--- src/rtl/snake_game_ctrl_if.sv ---
// Handshake bundle between the snake sequencer and its neighbours (buttons, datapath, food generator).
// master = the sequencer itself, slave = the surrounding datapath/test environment.
interface snake_game_ctrl_if #(
   parameter int NUM_LEN  = 10,
   parameter int LEN_BITS = 4
);
   logic                start;
   logic [3:0]          btn;
   logic                stop_in;
   logic [NUM_LEN-1:0]  head_pos;
   logic [NUM_LEN-1:0]  food_pos;
   logic                step;
   logic                init_load;
   logic [1:0]          di;
   logic [LEN_BITS-1:0] len;
   logic                food_req;
   logic [7:0]          score;
   logic                game_over;

   modport master (
      input  start, btn, stop_in, head_pos, food_pos,
      output step, init_load, di, len, food_req, score, game_over
   );

   modport slave (
      output start, btn, stop_in, head_pos, food_pos,
      input  step, init_load, di, len, food_req, score, game_over
   );
endinterface

--- src/rtl/snake_game_ctrl.sv ---
// Snake game sequencer: move pacing, direction filtering, growth/score and game-over detection.
// Optional macro SNAKE_PAUSE_EN adds a PAUSE state toggled by start while running.
module snake_game_ctrl #(
   parameter int MAX_LEN  = 16,
   parameter int NUM_LEN  = 10,
   parameter int LEN_BITS = 4,
   parameter int INIT_LEN = 3,
   parameter int TICK_DIV = 25_000_000
) (
   input logic              clk,
   input logic              rst,
   snake_game_ctrl_if.master bus
);
   localparam int TW = $clog2(TICK_DIV);
   localparam logic [TW-1:0]       TICK_LAST = TW'(TICK_DIV - 1);
   localparam logic [LEN_BITS-1:0] LEN_INIT  = LEN_BITS'(INIT_LEN);
   localparam logic [LEN_BITS-1:0] LEN_MAX   = LEN_BITS'(MAX_LEN - 1);
   localparam logic [1:0]          DIR_R     = 2'b01;

   typedef enum logic [2:0] {S_IDLE, S_RUN, S_WAIT, S_EVAL, S_OVER, S_PAUSE} state_t;

   state_t              state, state_nx;
   logic [TW-1:0]       tick, tick_nx;
   logic [1:0]          di, di_nx, pend_di, pend_nx;
   logic [LEN_BITS-1:0] len, len_nx;
   logic [7:0]          score, score_nx;
   logic                step, step_nx, init_load, init_nx;
   logic                food_req, food_nx, game_over, over_nx;
   logic [1:0]          cand;
   logic                cand_ok;
   logic [NUM_LEN-1:0]  head_c, food_c;

   assign head_c = bus.head_pos;
   assign food_c = bus.food_pos;

   // Lowest set button index is also its direction code; a press reversing di is dropped.
   always_comb begin
      cand = 2'b00;
      if      (bus.btn[0]) cand = 2'b00;
      else if (bus.btn[1]) cand = 2'b01;
      else if (bus.btn[2]) cand = 2'b10;
      else if (bus.btn[3]) cand = 2'b11;
      cand_ok = (|bus.btn) && (cand != (di ^ 2'b01));
`ifdef SNAKE_PAUSE_EN
      if (state == S_PAUSE) cand_ok = 1'b0;
`endif
   end

   always_comb begin
      state_nx = state;
      tick_nx  = tick;
      di_nx    = di;
      pend_nx  = cand_ok ? cand : pend_di;
      len_nx   = len;
      score_nx = score;
      step_nx  = 1'b0;
      init_nx  = 1'b0;
      food_nx  = 1'b0;
      over_nx  = game_over;
      case (state)
         S_IDLE: begin
            if (bus.start) begin
               state_nx = S_RUN;
               tick_nx  = '0;
               score_nx = '0;
               len_nx   = LEN_INIT;
               di_nx    = DIR_R;
               pend_nx  = DIR_R;
               init_nx  = 1'b1;
            end
         end
         S_RUN: begin
`ifdef SNAKE_PAUSE_EN
            if (bus.start) begin
               state_nx = S_PAUSE;
            end else
`endif
            if (tick == TICK_LAST) begin
               tick_nx  = '0;
               step_nx  = 1'b1;
               di_nx    = pend_di;
               state_nx = S_WAIT;
            end else begin
               tick_nx = tick + TW'(1);
            end
         end
         // Gives the datapath one cycle to register the moved head and its hit flag.
         S_WAIT: state_nx = S_EVAL;
         S_EVAL: begin
            if (bus.stop_in) begin
               state_nx = S_OVER;
               over_nx  = 1'b1;
            end else begin
               state_nx = S_RUN;
               if (head_c == food_c) begin
                  food_nx  = 1'b1;
                  score_nx = (score == 8'hFF) ? score : score + 8'd1;
                  len_nx   = (len == LEN_MAX) ? len : len + LEN_BITS'(1);
               end
            end
         end
         S_OVER: begin
            if (bus.start) begin
               state_nx = S_IDLE;
               over_nx  = 1'b0;
            end
         end
`ifdef SNAKE_PAUSE_EN
         S_PAUSE: if (bus.start) state_nx = S_RUN;
`endif
         default: state_nx = S_IDLE;
      endcase
   end

   always_ff @(posedge clk) begin
      if (!rst) begin
         state     <= S_IDLE;
         tick      <= '0;
         di        <= DIR_R;
         pend_di   <= DIR_R;
         len       <= LEN_INIT;
         score     <= '0;
         step      <= 1'b0;
         init_load <= 1'b0;
         food_req  <= 1'b0;
         game_over <= 1'b0;
      end else begin
         state     <= state_nx;
         tick      <= tick_nx;
         di        <= di_nx;
         pend_di   <= pend_nx;
         len       <= len_nx;
         score     <= score_nx;
         step      <= step_nx;
         init_load <= init_nx;
         food_req  <= food_nx;
         game_over <= over_nx;
      end
   end

   assign bus.step      = step;
   assign bus.init_load = init_load;
   assign bus.di        = di;
   assign bus.len       = len;
   assign bus.food_req  = food_req;
   assign bus.score     = score;
   assign bus.game_over = game_over;
endmodule

--- src/flat_wrapper.sv ---
// flat-port wrapper written by rule: the top's interface ports become plain ports
module snake_game_ctrl_flat 
#(
   parameter int MAX_LEN  = 16,
   parameter int NUM_LEN  = 10,
   parameter int LEN_BITS = 4,
   parameter int INIT_LEN = 3,
   parameter int TICK_DIV = 25_000_000
)
  (clk, rst, bus_start, bus_btn, bus_stop_in, bus_head_pos, bus_food_pos, bus_step, bus_init_load, bus_di, bus_len, bus_food_req, bus_score, bus_game_over);
  snake_game_ctrl_if #(.NUM_LEN(NUM_LEN), .LEN_BITS(LEN_BITS)) bus_i ();
  input logic clk;
  input logic rst;
  input wire logic [$bits(bus_i.start)-1:0] bus_start;
  input wire logic [$bits(bus_i.btn)-1:0] bus_btn;
  input wire logic [$bits(bus_i.stop_in)-1:0] bus_stop_in;
  input wire logic [$bits(bus_i.head_pos)-1:0] bus_head_pos;
  input wire logic [$bits(bus_i.food_pos)-1:0] bus_food_pos;
  output wire logic [$bits(bus_i.step)-1:0] bus_step;
  output wire logic [$bits(bus_i.init_load)-1:0] bus_init_load;
  output wire logic [$bits(bus_i.di)-1:0] bus_di;
  output wire logic [$bits(bus_i.len)-1:0] bus_len;
  output wire logic [$bits(bus_i.food_req)-1:0] bus_food_req;
  output wire logic [$bits(bus_i.score)-1:0] bus_score;
  output wire logic [$bits(bus_i.game_over)-1:0] bus_game_over;
  assign bus_i.start = bus_start;
  assign bus_i.btn = bus_btn;
  assign bus_i.stop_in = bus_stop_in;
  assign bus_i.head_pos = bus_head_pos;
  assign bus_i.food_pos = bus_food_pos;
  assign bus_step = bus_i.step;
  assign bus_init_load = bus_i.init_load;
  assign bus_di = bus_i.di;
  assign bus_len = bus_i.len;
  assign bus_food_req = bus_i.food_req;
  assign bus_score = bus_i.score;
  assign bus_game_over = bus_i.game_over;
  snake_game_ctrl #(.MAX_LEN(MAX_LEN), .NUM_LEN(NUM_LEN), .LEN_BITS(LEN_BITS), .INIT_LEN(INIT_LEN), .TICK_DIV(TICK_DIV)) u_core (.clk(clk), .rst(rst), .bus(bus_i));
endmodule
--- config.mk ---
export PLATFORM = sky130hd
export DESIGN_NAME = snake_game_ctrl_flat
export DESIGN_NICKNAME = d
export VERILOG_FILES = /design/src/rtl/snake_game_ctrl_if.sv /design/src/rtl/snake_game_ctrl.sv /design/src/flat_wrapper.sv
export SDC_FILE = /design/constraint.sdc
export NUM_CORES = 1
export LEC_CHECK = 0
export CORE_MARGIN = 2
export CORE_UTILIZATION = 58
export DETAILED_ROUTE_END_ITERATION = 8
export PLACE_DENSITY = 0.86
export SYNTH_ARGS = -nofsm -noshare
export SYNTH_HDL_FRONTEND = slang
export SYNTH_SLANG_ARGS = --single-unit
--- constraint.sdc ---
create_clock -name clk -period 2.6 [get_ports clk]
set_input_delay 0.52 -clock clk [delete_from_list [all_inputs] [get_ports clk]]
set_output_delay 0.52 -clock clk [all_outputs]
set_load 0.005 [all_outputs]
==> results of run 1 <==
## kinds of logic (layout without fill, tap and decap cells)
group | after synthesis | in the layout | share of synthesized area, %
XOR/XNOR | 20 | 20 | 6.228
AND/OR/NAND/NOR | 165 | 165 | 34.03
adder cells (fa/ha/maj) | 3 | 3 | 1.335
flip-flops | 48 | 48 | 34.16
AO/OA/AOI/OAI | 80 | 80 | 18.28
multiplexers | 2 | 2 | 0.7118
buffers and inverters | 27 | 67 | 5.249
## metrics by stage
step                      setup WS (ns)  instance area, sq um  instances  total power (W)
after detailed placement         0.2310                  3254        431        0.0009255
after global routing             0.1576                  3366        439         0.001506
final                            0.4266                  3366        439         0.001451
after global placement           0.2713                  3254        431        0.0009223
after CTS                        0.4485                  3366        439         0.001454
after floorplan                  0.8507                  2813        345        0.0008549
## sequential cells by signal (all words and copies together), names as in the netlist
| signal | flops |
|---|---|
| u_core.pend_di | 2 |
| u_core.bus.step | 1 |
| u_core.bus.init_load | 1 |
| u_core.bus.food_req | 1 |
| u_core.bus.game_over | 1 |
| u_core.bus.len | 4 |
| u_core.bus.di | 2 |
| u_core.bus.score | 8 |
| u_core.tick | 25 |
| u_core.state | 3 |
## layout make-up
class | count | area [sq um]
multi-input combinational | 270 | 1704
fill | 355 | 1326
sequential | 48 | 960.9
timing repair buffer | 50 | 488.0
clock buffer | 5 | 68.82
tap | 54 | 67.56
clock inverter | 3 | 42.54
inverter | 9 | 33.78
## critical path: stages, from the launching register on
cell and delay, ns:
dfxtp_1 0.58, nand3b_1 0.32, nor4_1 0.41, and3_1 0.40
o22ai_1 0.12, a32o_1 0.26
## worst max path at each step
stage	from	to	slack (ns)	cells after the start
after floorplan	bus_food_pos[3]	u_core.bus.score[1]	0.85	6
after global placement	bus_food_pos[1]	u_core.bus.score[1]	0.27	6
after detailed placement	bus_start	u_core.tick[4]	0.23	5
after CTS	u_core.state[0]	u_core.bus.score[1]	0.45	5
after global routing	u_core.state[0]	u_core.bus.len[3]	0.16	5
final	u_core.state[0]	u_core.bus.score[1]	0.43	5
## layout by cell type, fill, tap and decap left out, drive strengths merged, types with 5 or more instances in the layout
cell type / synthesis / final
buf: 9 / 5
and2: 9 / 9
xnor2: 6 / 6
clkbuf: 9 / 5
a31oi: 10 / 10
or3: 9 / 9
nand2: 32 / 32
nor3: 14 / 14
nor4: 9 / 9
and4: 6 / 6
xor2: 14 / 14
o21ai: 22 / 22
dfxtp: 48 / 48
and3: 9 / 9
nand4: 13 / 13
nand3: 22 / 22
a21oi: 15 / 15
nor2: 21 / 21
clkdlybuf4s50: 0 / 45
inv: 9 / 9
## power by group
group / total [W] / internal, W / switching (W)
clock network: 0.000541 / 0.000285 / 0.000256
logic: 0.000158 / 0.0000801 / 0.0000780
registers: 0.000752 / 0.000742 / 0.00000945
total: 0.00145 / 0.00111 / 0.000343
## per-layer routing
metal	share of wire (%)	vias to the layer above
met5	0	-
met2	48	114
met1	44	1285
met4	1.6	0
li1	-	1359
met3	6.2	14
==> impl_metrics.yaml, run 1 <==
power:
  peakVddDrop_uv: 228.0
  power.leakage_nw: 1.173
  power_density_mw_per_mm2: 431.0
layout:
  syn_to_final_growth_pct: 19.66
  drive_above_1_share_pct: 6.234
  num-nets-final: 415
  utilization_pct: 71.73
  diodes: 0
hold_path:
  hp-class: "register to register"
  min_from: "u_core.bus.game_over"
  min_to: "u_core.bus.game_over"
  hold_path_depth: 2
logic_synthesis:
  ys.flop_type: "dfxtp_1"
  yosysMostFrequentCell: "dfxtp_1"
  synth_common_cells: "dfxtp_1 (48), nand2_1 (32), nor2_1 (21)"
  yosysWarnings: 0
  synth_top_cell_area_share_pct: 34.16
  synth.largest_area_cell: "dfxtp_1"
  ys_top_cells_by_area: "dfxtp_1 (34%), xor2_1 (4.4%), nand2_1 (4.3%)"
  syn-cell-area_sq_mm: 0.002813
  yosysUniqueCellTypes: 61
  netlist_instances: 345
  synth.avg_cell_area_sq_um: 8.153
  seq_area_frac_synth_pct: 34.16
  syn_nets: 376
  synth_seq_cells: 48
  synthArstFlopShare_pct: 0
  synth_edf_count: 0
global_route:
  grtUsageMet2_pct: 42.96
  first_global_vias: 2535
  grt-busiest-layer: "met2"
  antenna_found_initial: 0
  grt_overflow_total: 0
  grtUsageMet1_pct: 32.85
  grt_max_degree: 18
  grt_pass1_wl_microns: 11170
  met3_usage_pct: 5.487
  grt_usage_pct: 25.81
sta:
  skew_ns: 0.01334
  worstMarginPinSlew_ns: 0.6420
  finalSetupViolations: 0
  slew_headroom_pct: 57.01
  whs_ns: 0.4753
  timing.fmax_mhz: 460.1
  fin_crit_sh_pct: 83.59
  rsz0062_at_grt: "false"
  hold_violations: 0
  fin_setup_tns_ns: 0
  period_needed_ns: 2.173
  finalMaxSlewViolations: 0
routing:
  drt-total-wl_microns: 6687
  postRouteAntennaNets: 0
  vias: 2772
  drt_first_iter_violations: 202
  wl_per_cell_microns: 15.23
  vias_per_cell: 6.314
  route.detailed.drc: 0
  dr.pass1.iters: 5
critical_path:
  critPathMaxFanout: 12
  worst-setup-path-type: "register to register"
  r2r_cells: 5
  r2r_setup_slack_ns: 0.43
  startpoint_type: "register"
  r2r-end: "u_core.bus.score[1]"
  cp.arrival_ns: 2.37
  setup.worst_path.end_class: "register"
  cp.required_ns: 2.80
  reg2reg_from: "u_core.state[0]"
floorplanning:
  core_area_sq_mm: 0.004692
  die-area_sq_mm: 0.005423
  die_w_microns: 73.64
  die_height_microns: 73.64
  core.rowCount: 25
  io_pins: 46
  start_util_pct: 59.95
flow_run:
  cap_violations: 0
clocking:
  clkTransAtPathRegs_ns: 0.09
  cts_buffers: 5
  cts_setup_buffers: 0
  cts_resized: 0
  cts-root-buf: "clkbuf_8"
  clock_sinks: 48
  clockBufferDepth: 2
  cts_hold_buf: 0
  cts_tree: "yes"
  clk-insertion-delay-late_ns: 0.30
  h-tree-depth: 2
placement:
  gp_congestion: 0.9904
  port_buffers: 45
  dp_hpwl_microns: 4944
status:
  run_status: "finished, final reports clean"
No activity file was read; power rests on OpenSTA's default activity.
==> inputs of run 2 (changes only) <==
--- a/config.mk
+++ b/config.mk
@@ -6,9 +6,9 @@
 export NUM_CORES = 1
 export LEC_CHECK = 0
 export CORE_MARGIN = 2
-export CORE_UTILIZATION = 58
+export CORE_UTILIZATION = 54
 export DETAILED_ROUTE_END_ITERATION = 8
-export PLACE_DENSITY = 0.86
+export PLACE_DENSITY = 0.81
 export SYNTH_ARGS = -nofsm -noshare
 export SYNTH_HDL_FRONTEND = slang
 export SYNTH_SLANG_ARGS = --single-unit
==> constraint.sdc (replaced) <==
create_clock -name clk -period 2 [get_ports clk]
set_input_delay 0.4 -clock clk [delete_from_list [all_inputs] [get_ports clk]]
set_output_delay 0.4 -clock clk [all_outputs]
set_load 0.005 [all_outputs]
==> run 2 against run 1 <==
Sequential power grew 30%. Via count is 4.1% higher. First-iteration DRC count shrank 48%. Sequential share of layout area decreased by 1.7 points. Non-clock buffer count is 23 higher. Register-to-register slack lost 0.32 ns. Combinational power rose by 53%. Worst setup slack got worse by 0.32 ns. Critical path type unchanged.
==> impl_metrics.yaml, run 2 (synthesized netlist as in run 1, its figures left out) <==
status:
  run_status: "finished, final reports clean"
power:
  power_density_mw_per_mm2: 507.9
  power.leakage_nw: 1.289
  peakVddDrop_uv: 269.2
placement:
  dp_hpwl_microns: 5308
  gp_congestion: 0.8884
  placed_cell_area_sq_mm: 0.003452
  dp_cells: 469
  port_buffers: 45
layout:
  final_cell_mix: "dfxtp_1 (48), clkdlybuf4s50_1 (45), nand2_1 (32)"
  largest_register_ffs: 25
  stdcell_count: 478
  drive_above_1_share_pct: 12.50
  syn_to_final_growth_pct: 27.22
  fin_area_sq_mm: 0.003578
  num-nets-final: 438
  final_common_cell: "dfxtp_1"
  fillers: 429
  diodes: 0
  largestRegisters: "u_core.tick (25), u_core.bus.score (8), u_core.bus.len (4)"
  top_register: "u_core.tick"
critical_path:
  crit_path_max_incr_delay_ns: 0.39
  path_cells: "nor4b_1, nand4_1, o211a_2, buf_4, a31oi_1, a31oi_1"
  worstSetupEndpoint: "u_core.tick[22]"
  cp.required_ns: 2.18
  crit_slowest_cell: "o211a_2"
  crit_top_cell: "a31oi_1"
  startpoint_type: "register"
  reg2reg_from: "u_core.tick[7]"
  critPathMaxFanout: 8
  r2r_setup_slack_ns: 0.11
  path_depth: 6
  cp_top_family: "compound AO/OA/AOI/OAI gates"
  r2r-end: "u_core.tick[22]"
  worst-setup-path-type: "register to register"
  setup.worst_path.end_class: "register"
  r2r_cells: 6
  cp.arrival_ns: 2.07
  path_buf_inv: 1
  crit_start: "u_core.tick[7]"
sta:
  whs_ns: 0.4838
  slew_headroom_pct: 63.51
  finalMaxSlewViolations: 0
  timing.fmax_mhz: 529.5
  hold_violations: 0
  fin_setup_tns_ns: 0
  fin_crit_sh_pct: 94.42
  worstMarginPinSlew_ns: 0.5432
  period_needed_ns: 1.888
  rsz0062_at_grt: "true"
  finalSetupViolations: 0
  skew_ns: 0.009383
global_route:
  grt_usage_pct: 24.90
  grt_overflow_total: 0
  antenna_found_initial: 0
  grt_max_degree: 14
  first_global_vias: 2707
  grt_pass1_wl_microns: 12180
clocking:
  cts-root-buf: "clkbuf_8"
  clockBufferDepth: 2
  clkTransAtPathRegs_ns: 0.08
  cts_tree: "yes"
  clock_sinks: 48
  h-tree-depth: 2
  cts_buffers: 5
  clk-insertion-delay-late_ns: 0.31
flow_run:
  cap_violations: 0
routing:
  drt-total-wl_microns: 7024
  route.detailed.drc: 0
  drt_first_iter_violations: 105
  postRouteAntennaNets: 0
  dr.pass1.iters: 5
  wl_per_cell_microns: 14.69
  vias: 2886
  vias_per_cell: 6.038
floorplanning:
  die_w_microns: 76.17
  core_area_sq_mm: 0.005075
  io_pins: 46
  die-area_sq_mm: 0.005802
  start_util_pct: 55.42
  die_height_microns: 76.17
  core.rowCount: 26
hold_path:
  hp-class: "register to register"
==> run 2: cell types whose count changed in the layout (fill, tap and decap cells not counted), sizes merged <==
| cell | before | now |
|---|---|---|
| buf | 5 | 28 |
| clkbuf | 5 | 8 |
| bufinv | 1 | 0 |
| clkinv | 1 | 0 |
| clkinvlp | 1 | 0 |
==> run 2: where the power goes <==
group | total, W | leakage [nW] | internal, W | switching, W
registers | 0.000974 | 0.388 | 0.000965 | 0.00000899
logic | 0.000242 | 0.855 | 0.000130 | 0.000113
clock network | 0.000602 | 0.0455 | 0.000283 | 0.000319
total | 0.00182 | 1.29 | 0.00138 | 0.000441
==> run 2: how the worst min path moves through the flow <==
stage                               from                    to  slack, ns  depth (start not counted)
CTS                    u_core.pend_di[1]      u_core.bus.di[1]       0.49                          2
global route           u_core.pend_di[1]      u_core.bus.di[1]       0.52                          2
detailed placement  u_core.bus.game_over  u_core.bus.game_over       0.47                          2
global placement       u_core.pend_di[1]      u_core.bus.di[1]       0.46                          2
floorplan                u_core.tick[21]       u_core.tick[21]       0.44                          1
finish                 u_core.pend_di[1]      u_core.bus.di[1]       0.48                          2
==> run 2: cell type report <==
class                   instances  area [sq um]  share of cell area (%)
flip-flops and latches         48         960.9                   26.85
well taps                      70         87.58                   2.448
inverters                       9         33.78                  0.9441
repair buffers                 73         673.1                   18.81
multi-input cells             270          1733                   48.43
clock buffers                   8         90.09                   2.517
==> run 2: through the flow <==
step | setup slack [ns] | total power, W | utilization, %
after floorplan | 0.3304 | 0.001111 | -
after global routing | -0.01982 | 0.001891 | 70.51
after detailed placement | -0.2090 | 0.001233 | 68.02
after CTS | 0.008773 | 0.001821 | 69.80
final | 0.1115 | 0.001818 | 70.51
after global placement | -0.1311 | 0.001229 | 68.02
==> run 2: worst register-to-register path, cell delays in order (launching register included) <==
cell	delay (ns)
dfxtp_1	0.37
nor4b_1	0.36
nand4_1	0.25
o211a_2	0.39
buf_4	0.17
a31oi_1	0.16
a31oi_1	0.06
==> run 2: metal layers <==
metal / wire length [microns] / global-route usage, %
met3: 340 / 3.673
met2: 3536 / 43.04
met4: 129 / 9.818
met5: 0 / 0
met1: 3018 / 31.31
==> run 2: timing repair <==
item / in CTS / in global routing
setup buffers: 0 / 1
endpoints found under the setup margin: 0 / 18
gates resized for setup: 0 / 7
hold buffers: 0 / 0
